$ cat src/rtl/dm_cache.sv
`default_nettype none
// ---------------------------------------------------------------------------
// dm_cache: direct-mapped, write-through, no-write-allocate cache in front of
// a 1-cycle synchronous single-port RAM, with saturating hit/miss counters.
// Revision: 1.0
// ---------------------------------------------------------------------------
module dm_cache #(
  parameter int WIDTH     = 8,
  parameter int DEPTH     = 256,
  parameter int LINES     = 16,
  parameter int CNT_WIDTH = 16
) (
  input  logic                     clk,
  input  logic                     rst_n,
  input  logic                     req_valid,
  output logic                     req_ready,
  input  logic                     req_we,
  input  logic [$clog2(DEPTH)-1:0] req_addr,
  input  logic [WIDTH-1:0]         req_wdata,
  output logic                     resp_valid,
  output logic [WIDTH-1:0]         resp_rdata,
  output logic                     mem_we,
  output logic [$clog2(DEPTH)-1:0] mem_addr,
  output logic [WIDTH-1:0]         mem_wdata,
  input  logic [WIDTH-1:0]         mem_rdata,
  output logic [CNT_WIDTH-1:0]     hit_cnt,
  output logic [CNT_WIDTH-1:0]     miss_cnt
);

  localparam int AW = $clog2(DEPTH);
  localparam int IW = $clog2(LINES);
  localparam int TW = AW - IW;
  localparam logic [CNT_WIDTH-1:0] CNT_MAX = '1;

  typedef enum logic [1:0] {
    IDLE     = 2'd0,
    LOOKUP   = 2'd1,
    MEM_WAIT = 2'd2
  } state_t;

  state_t           state;
  logic             we_q;
  logic [AW-1:0]    addr_q;
  logic [WIDTH-1:0] wdata_q;
  logic [LINES-1:0] line_valid;
  logic [TW-1:0]    line_tag  [LINES];
  logic [WIDTH-1:0] line_data [LINES];

  logic [IW-1:0] idx;
  logic [TW-1:0] tag;
  logic          hit;

  assign idx = addr_q[IW-1:0];
  assign tag = addr_q[AW-1:IW];
  assign hit = line_valid[idx] && (line_tag[idx] == tag);

  // Outputs decode from state so read-miss data can pass straight from the RAM.
  always_comb begin
    req_ready  = (state == IDLE);
    resp_valid = 1'b0;
    resp_rdata = '0;
    mem_we     = 1'b0;
    mem_addr   = '0;
    mem_wdata  = '0;
    case (state)
      LOOKUP: begin
        if (we_q) begin
          resp_valid = 1'b1;
          mem_we     = 1'b1;
          mem_addr   = addr_q;
          mem_wdata  = wdata_q;
        end else if (hit) begin
          resp_valid = 1'b1;
          resp_rdata = line_data[idx];
        end else begin
          mem_addr   = addr_q;
        end
      end
      MEM_WAIT: begin
        resp_valid = 1'b1;
        resp_rdata = mem_rdata;
        mem_addr   = addr_q;
      end
      default: ;
    endcase
  end

  always_ff @(posedge clk or negedge rst_n) begin
    if (!rst_n) begin
      state      <= IDLE;
      we_q       <= 1'b0;
      addr_q     <= '0;
      wdata_q    <= '0;
      line_valid <= '0;
      hit_cnt    <= '0;
      miss_cnt   <= '0;
      for (int i = 0; i < LINES; i++) begin
        line_tag[i]  <= '0;
        line_data[i] <= '0;
      end
    end else begin
      case (state)
        IDLE: begin
          if (req_valid) begin
            we_q    <= req_we;
            addr_q  <= req_addr;
            wdata_q <= req_wdata;
            state   <= LOOKUP;
          end
        end
        LOOKUP: begin
          if (hit) begin
            if (hit_cnt != CNT_MAX) hit_cnt <= hit_cnt + CNT_WIDTH'(1);
          end else begin
            if (miss_cnt != CNT_MAX) miss_cnt <= miss_cnt + CNT_WIDTH'(1);
          end
          // Write misses are not allocated; write hits keep the line coherent.
          if (we_q) begin
            if (hit) line_data[idx] <= wdata_q;
            state <= IDLE;
          end else if (hit) begin
            state <= IDLE;
          end else begin
            state <= MEM_WAIT;
          end
        end
        MEM_WAIT: begin
          line_valid[idx] <= 1'b1;
          line_tag[idx]   <= tag;
          line_data[idx]  <= mem_rdata;
          state           <= IDLE;
        end
        default: state <= IDLE;
      endcase
    end
  end

endmodule
`default_nettype wire

$ cat config.mk
export PLATFORM = sky130hd
export DESIGN_NAME = dm_cache
export DESIGN_NICKNAME = d
export VERILOG_FILES = /design/src/rtl/dm_cache.sv
export SDC_FILE = /design/constraint.sdc
export NUM_CORES = 1
export LEC_CHECK = 0
export ABC_AREA = 1
export CAP_MARGIN = 20
export CORE_MARGIN = 4
export CORE_UTILIZATION = 24
export CTS_BUF_LIST = sky130_fd_sc_hd__clkbuf_8
export DETAILED_ROUTE_END_ITERATION = 10
export HOLD_SLACK_MARGIN = 0.02
export PLACE_DENSITY = 0.4
export SYNTH_ARGS = -nofsm -noshare
export SYNTH_HDL_FRONTEND = slang
export SYNTH_SLANG_ARGS = --single-unit
$ cat constraint.sdc
create_clock -name clk -period 5.3 [get_ports clk]
set_input_delay 0.53 -clock clk [delete_from_list [all_inputs] [get_ports clk]]
set_output_delay 0.53 -clock clk [all_outputs]
set_load 0.1 [all_outputs]
==> run metrics, run 1 <==
H-tree Lvls=2; site row count=83; part of the Yosys area used for sequential elements=51.8%; fin crit share=83.5%; DRT Pass-1 Iters=5; Congestion Overflow GR=0; count leader, synth=nand2_1; Final Hold Viols=0; vias in the first global route=11000; Initial Utilization=roughly a quarter; IO Pins=87; class of the worst hold path=input pin to async pin; Die Wd=~240 um; RSZ-0062 raised after global routing=false; Crit Path Category=flop to primary output; clk_lat worst skew=just under 0.6 ns; Fmax=226 MHz; Post-synth top cells=nand2_1 (635), dfrtp_1 (259), nand3_1 (175), o21ai_0 (101), nor2_1 (66); max-slew violation count=0; worst path buffer plus inverter count=3; Layout area overhead=21.6%; syn nets=1624; R2R cell count=16; Sw Pwr=0.00423 W; post-layout min period=about 4.4 ns; status=finished clean; clk sinks=259; setup TNS=0 ns; initial antenna violation count=1; CTS clk-pin slew, worst paths=0.06 ns; via/cell ratio=4.60; maximum vdd drop=0.181 mV; antenna-violating nets left=0; Sequential Power Share=around a third; gr usage total=15.3%; share of synthesized registers carrying an async set or reset=100%; Slew @ Worst Pin=1.02 ns; Stages on worst setup path=15; Reg-to-Reg End=line_data[22]; max-cap violations=0; max incr delay on CP=0.72 ns; Final Core Density=a little under 30%; Routed WL=43500 um; Worst path top cell family by delay=simple AND/OR/NAND/NOR gates; hold buffers post-CTS=0; Clock Power Share=21.6%; logic gate share of total power=44.8%; leading area contributor after synthesis=dfrtp_1; Switching Share=48.0%; Pwr Density=580 nW/um2; number of synthesized register bits=259; most area-consuming cells after synthesis=dfrtp_1 (52%), nand2_1 (19%), nand3_1 (7.0%), o21ai_0 (4.0%), o22ai_1 (3.2%); synthesized area per cell=7.87 um2; vias=11100; CP endpoint kind=primary output; Worst path slowest cell=dfrtp_1; CTS buffer count=48; Post-DP HPWL=between 20000 and 30000 um; Finish-stage setup viols=0; CP arrival=3.89 ns; CTS Buffer Depth=3; CP most frequent cell=nand2_1; wire per inst=18.1 um; full die area=55900 um2; Startpoint Class=flop; Post-CTS Resized=0; Leak=6.96 nW; Cell Chain, Critical Path=inv_4, nor2_1, nand2_1, nand3_1, nand2_1, nand2_1, nor2_1, nand2_1, nand2_1, nor2_4, nand2_4, inv_1, nand2_1, a21oi_1, buf_12; placer's final routability congestion estimate=0.799; top-area cell type share of the netlist area=51.8%; Core Box Area=approximately 52000 um2; clock skew=0.0173 ns; Post-synth EDFFs=0; Max-slew headroom=31.6%; CTS tree=built; Critical Path RT=4.77 ns; library cells used by synthesis=32; DRT iter0 DRCs=between 700 and 800; CTS Root Cell=clkbuf_8; die height=about 240 um; IO Port Bufs=86; synth warn=0; global-route wire length before repair=68200 um; Post-Syn Area=~13000 um2; Critical R2R Launch=addr_q[1]; synthesized instance count=1591; pin count of the biggest net entering global routing=approximately 120; postcts setup bufs=0; final net count=1723; crit-path max FO=18; Post-synth top flop=dfrtp_1; Remaining DRCs=0; R2R setup slack=1.45 ns; layout cells sized above 1=9.05%; Power Internal=roughly 0.0046 W
==> worst max path at each step <==
stage	start	to	slack, ns
final	addr_q[1]	resp_rdata[6]	0.88
after global routing	addr_q[1]	mem_addr[2]	0.48
after CTS	addr_q[1]	resp_rdata[7]	0.82
after detailed placement	addr_q[1]	line_data[92]	1.49
after global placement	addr_q[1]	mem_addr[0]	1.48
after floorplan	addr_q[1]	resp_rdata[6]	1.62
==> area by class of cell <==
| class | count | area, um2 |
|---|---|---|
| fillers | 5724 | 36300 |
| diodes | 1 | 2.50 |
| well taps | 680 | 851 |
| clock buffers | 61 | 840 |
| multi-input cells | 1189 | 5380 |
| flip-flops and latches | 259 | 6480 |
| clock inverters | 22 | 92.6 |
| repair buffers | 118 | 1300 |
| inverters | 74 | 283 |
==> layout by cell type, fill, tap and decap left out <==
master	n
inv_1	81
buf_8	1
nand3_2	1
clkbuf_8	61
diode_2	1
ha_1	5
nor2_8	1
clkinv_1	3
nand2_4	3
o21ai_0	101
o22ai_1	64
buf_12	19
inv_6	1
nor2_4	2
nand4_1	10
xnor2_1	8
nand2_1	635
xor2_1	14
nor2_2	9
nor4_1	2
clkdlybuf4s50_1	68
o21ai_1	18
inv_2	5
a21oi_1	42
dfrtp_1	259
nor2_1	66
nand2_2	17
nand3b_1	1
o21a_1	1
nand3_1	175
clkinv_2	4
inv_4	2
nor3_1	14
buf_4	30
==> power groups by stage <==
stage / clock (W) / sequential (W) / combinational [W]
finish: 0.00191 / 0.00297 / 0.00395
floorplan: 0 / 0.00298 / 0.00253
global route: 0.00207 / 0.00304 / 0.00430
CTS: 0.00198 / 0.00297 / 0.00399
global placement: 0 / 0.00300 / 0.00396
detailed placement: 0 / 0.00300 / 0.00398
==> flip-flops by register name, summed over array words and instances (netlist names) <==
signal and flops:
line_valid 16, line_data 128, hit_cnt 16, line_tag 64, miss_cnt 16, wdata_q 8
state 2, we_q 1, addr_q 8
==> cells by family (layout without fill, tap and decap cells) <==
group,Yosys count,after routing,share of synthesized area [%]
flops,259,259,51.8
simple gates,936,936,31.2
fa+ha+maj,5,5,0.500
other cells,0,1,0
xor+xnor,22,22,1.54
compound gates,226,226,9.69
buf+inv,143,275,5.30
==> per-layer routing <==
metal	vias to the layer above	global-route usage, %	wire length (um)
li1	5427	-	-
met1	5348	22.3	21100
met2	229	24.0	19700
met3	56	2.55	1930
met4	0	3.34	722
met5	-	0	0
==> through the flow <==
step	area, um2	hold slack, ns	cells	total power [W]	setup WS [ns]
final	15200	0.0323	2404	0.00882	0.876
after floorplan	12500	0.234	1591	0.00551	1.62
after CTS	15200	0.0559	2403	0.00894	0.823
after detailed placement	14300	0.439	2320	0.00698	1.49
after global placement	14300	0.437	2320	0.00696	1.48
after global routing	15200	0.0876	2403	0.00941	0.481
Note: power is estimated with default switching activity, not from simulation.
==> run 2, diff against run 1 <==
Settings changed: PLACE_DENSITY 0.4 to 0.42.
Clock period 5.3 ns to 3.7 ns, I/O delays scaled along.
==> run 2 against run 1 <==
Sequential share of layout area down 0.86 points; die area is the same; clock skew up 0.015 ns; cell count is 0.37% higher; highest routed layer unchanged.
==> run metrics, run 2 (same netlist as run 1, synthesis figures left out) <==
status=finished clean (unchanged); commonest cells after routing, fill and taps aside=nand2_1 (633), dfrtp_1 (258), nand3_1 (175), o21ai_0 (97), inv_1 (76) (was nand2_1 (635), dfrtp_1 (259), nand3_1 (175), o21ai_0 (101), inv_1 (81)); Largest register FFs=128 (unchanged); Congestion Overflow GR=0 (unchanged); Switching Share=46.6% (was 48.0%); final net count=1730 (was 1723); IO Pins=87 (unchanged); die height=236 um (unchanged); CTS Root Cell=clkbuf_8 (unchanged); Startpoint Class=flop (unchanged); R2R setup slack=0.72 ns (was 1.45 ns); CP endpoint kind=primary output (unchanged); antenna fix cells=0 (was 1); Final WS setup=0.177 ns (was 0.876 ns); clk_lat worst skew=0.62 ns (was 0.59 ns); Max-slew headroom=31.2% (was 31.6%); CP arrival=3.15 ns (was 3.89 ns); via/cell ratio=4.64 (was 4.60); Fmax=284 MHz; CTS tree=built (unchanged); vias=11200 (was 11100); Biggest register=line_data (unchanged); pin count of the biggest net entering global routing=102 (was 118); full die area=55900 um2 (unchanged); Layout area overhead=24.1% (was 21.6%); Initial Utilization=24.3% (unchanged); H-tree Lvls=2 (unchanged); max-cap violations=0 (unchanged); class of the worst hold path=input pin to flop (was input pin to async pin); Routed WL=43600 um (was 43500 um); Critical Path RT=3.33 ns (was 4.77 ns); fin crit share=95.2%; clock skew=0.0324 ns (was 0.0173 ns); crit-path max FO=39 (was 18); Fill cells=5626 (was 5724); global-route wire length before repair=67400 um (was 68200 um); gr usage total=15.2% (was 15.3%); Pwr Total=0.0133 W (was 0.00882 W); placer's final routability congestion estimate=0.813 (was 0.799); DRT iter0 DRCs=937 (was 750); vias in the first global route=10900 (was 11000); IO Port Bufs=86 (unchanged); Slew @ Worst Pin=1.03 ns (was 1.02 ns); Post-DP HPWL=28800 um (was 29000 um); Remaining DRCs=0 (unchanged); maximum vdd drop=0.276 mV (was 0.181 mV); Power Internal=0.00709 W (was 0.00459 W); wire per inst=18.1 um (about the same); Sw Pwr=0.00618 W (was 0.00423 W); Pwr Density=853 nW/um2 (was 580 nW/um2); most common cell after layout, fill and taps aside=nand2_1 (unchanged); DRT Pass-1 Iters=5 (unchanged); CTS clk-pin slew, worst paths=0.06 ns (about the same); Final Hold Viols=0 (unchanged); Crit Path Category=flop to primary output (unchanged); Die Wd=236 um (unchanged); RSZ-0062 raised after global routing=true (was false); Clock Power Share=23.7% (was 21.6%); CTS buffer count=49 (was 48); pre-CTS WS=0.571 ns (was 1.49 ns); site row count=83 (unchanged); max-slew violation count=0 (unchanged); post-layout min period=3.52 ns; Core Box Area=51500 um2 (unchanged); Finish-stage setup viols=0 (unchanged); antenna-violating nets left=0 (unchanged); Leak=7.10 nW (was 6.96 nW); Sequential Power Share=31.7% (was 33.6%); CTS Buffer Depth=3 (unchanged); logic gate share of total power=44.6% (was 44.8%); layout cells sized above 1=10.8% (was 9.05%); clk sinks=259 (unchanged); biggest registers after layout=line_data: 128 flops, line_tag: 64 flops (unchanged); initial antenna violation count=0 (was 1)
## run 2: changes by cell type in the layout (fill, tap and decap cells not counted), moves of 2 or more
cell,previous run,this run
clkdlybuf4s50_1,68,59
a21oi_2,0,4
bufinv_16,0,4
a21oi_1,42,38
inv_1,81,76
clkbuf_8,61,65
o21ai_0,101,97
o21ai_1,18,22
nand2_1,635,633
buf_4,30,35
buf_12,19,27
nand2_2,17,19
## run 2: power groups by stage
stage | Clock (W) | Sequential [W] | Combinational, W
floorplan | 0 | 0.00426 | 0.00363
finish | 0.00314 | 0.00421 | 0.00592
detailed placement | 0 | 0.00425 | 0.00580
global placement | 0 | 0.00425 | 0.00579
global route | 0.00336 | 0.00431 | 0.00641
CTS | 0.00324 | 0.00421 | 0.00590
## run 2: area by class of cell
cell class / count / area, um2 / area share [%]
inverters: 74 / 288 / 1.85
clock inverters: 22 / 198 / 1.27
flip-flops and latches: 259 / 6480 / 41.7
multi-input cells: 1189 / 5400 / 34.7
well taps: 680 / 851 / 5.47
repair buffers: 124 / 1430 / 9.20
clock buffers: 65 / 895 / 5.76
## run 2: per-stage QoR
| step | hold slack, ns | std cells | area [um2] | setup TNS [ns] | utilization (%) |
|---|---|---|---|---|---|
| 2_1_floorplan | 0.0744 | 1591 | 12500 | 0 | - |
| 6_report | 0.330 | 2413 | 15500 | 0 | 30.2 |
| 4_1_cts | 0.279 | 2413 | 15500 | 0 | 30.1 |
| 3_3_place_gp | 0.438 | 2322 | 14300 | 0 | 27.9 |
| 3_5_place_dp | 0.440 | 2322 | 14300 | 0 | 27.9 |
| 5_1_grt | 0.302 | 2413 | 15500 | -0.295 | 30.2 |
## run 2: timing repair
item | in CTS | in global routing
setup endpoints to repair | 15 | 17
endpoints found under the hold margin | 98 | 0
setup buffers | 3 | 0
pin swaps | 2 | 0
resized for setup | 7 | 12
hold buffers | 1 | 0
## run 2: path summary, 6_finish.rpt
kind | start | endpoint | cells past startpoint
worst max-delay path | addr_q[0] | mem_addr[6] | 17
worst min-delay path | req_wdata[1] | wdata_q[1] | 3
worst max register to register | addr_q[0] | line_data[37] | 18
worst min register to register | line_valid[7] | line_valid[7] | 2
max in group asynchronous | rst_n | addr_q[0] | 3
min in group asynchronous | rst_n | line_data[125] | 2
## run 2: routing by layer
metal	track usage, %	vias to the layer above	share of wire, %
li1	-	5430	-
met1	22.6	5457	49
met2	22.9	252	44
met3	2.48	61	4.5
met4	4.07	0	2.0
met5	0	-	0
## run 2: critical path, stage by stage, from the launching register on
cell and delay, ns:
dfrtp_2 0.44, buf_4 0.20, nand2_1 0.16, buf_12 0.26, nor2_1 0.06, a21oi_1 0.11, nand2_1 0.06, nand2_1 0.05
nand2_1 0.06, inv_2 0.04, nand2_1 0.04, nand2_1 0.09, nor2_4 0.05, buf_12 0.13, nand3_1 0.09, nand2_2 0.17
a21oi_1 0.29, buf_12 0.22
==> run 3, diff against run 2 <==
Settings changed: ABC_CLOCK_PERIOD_IN_PS set to 3700.
==> results of run 3 <==
Same layout as run 2: the final DEF is identical, and so are final timing and power.
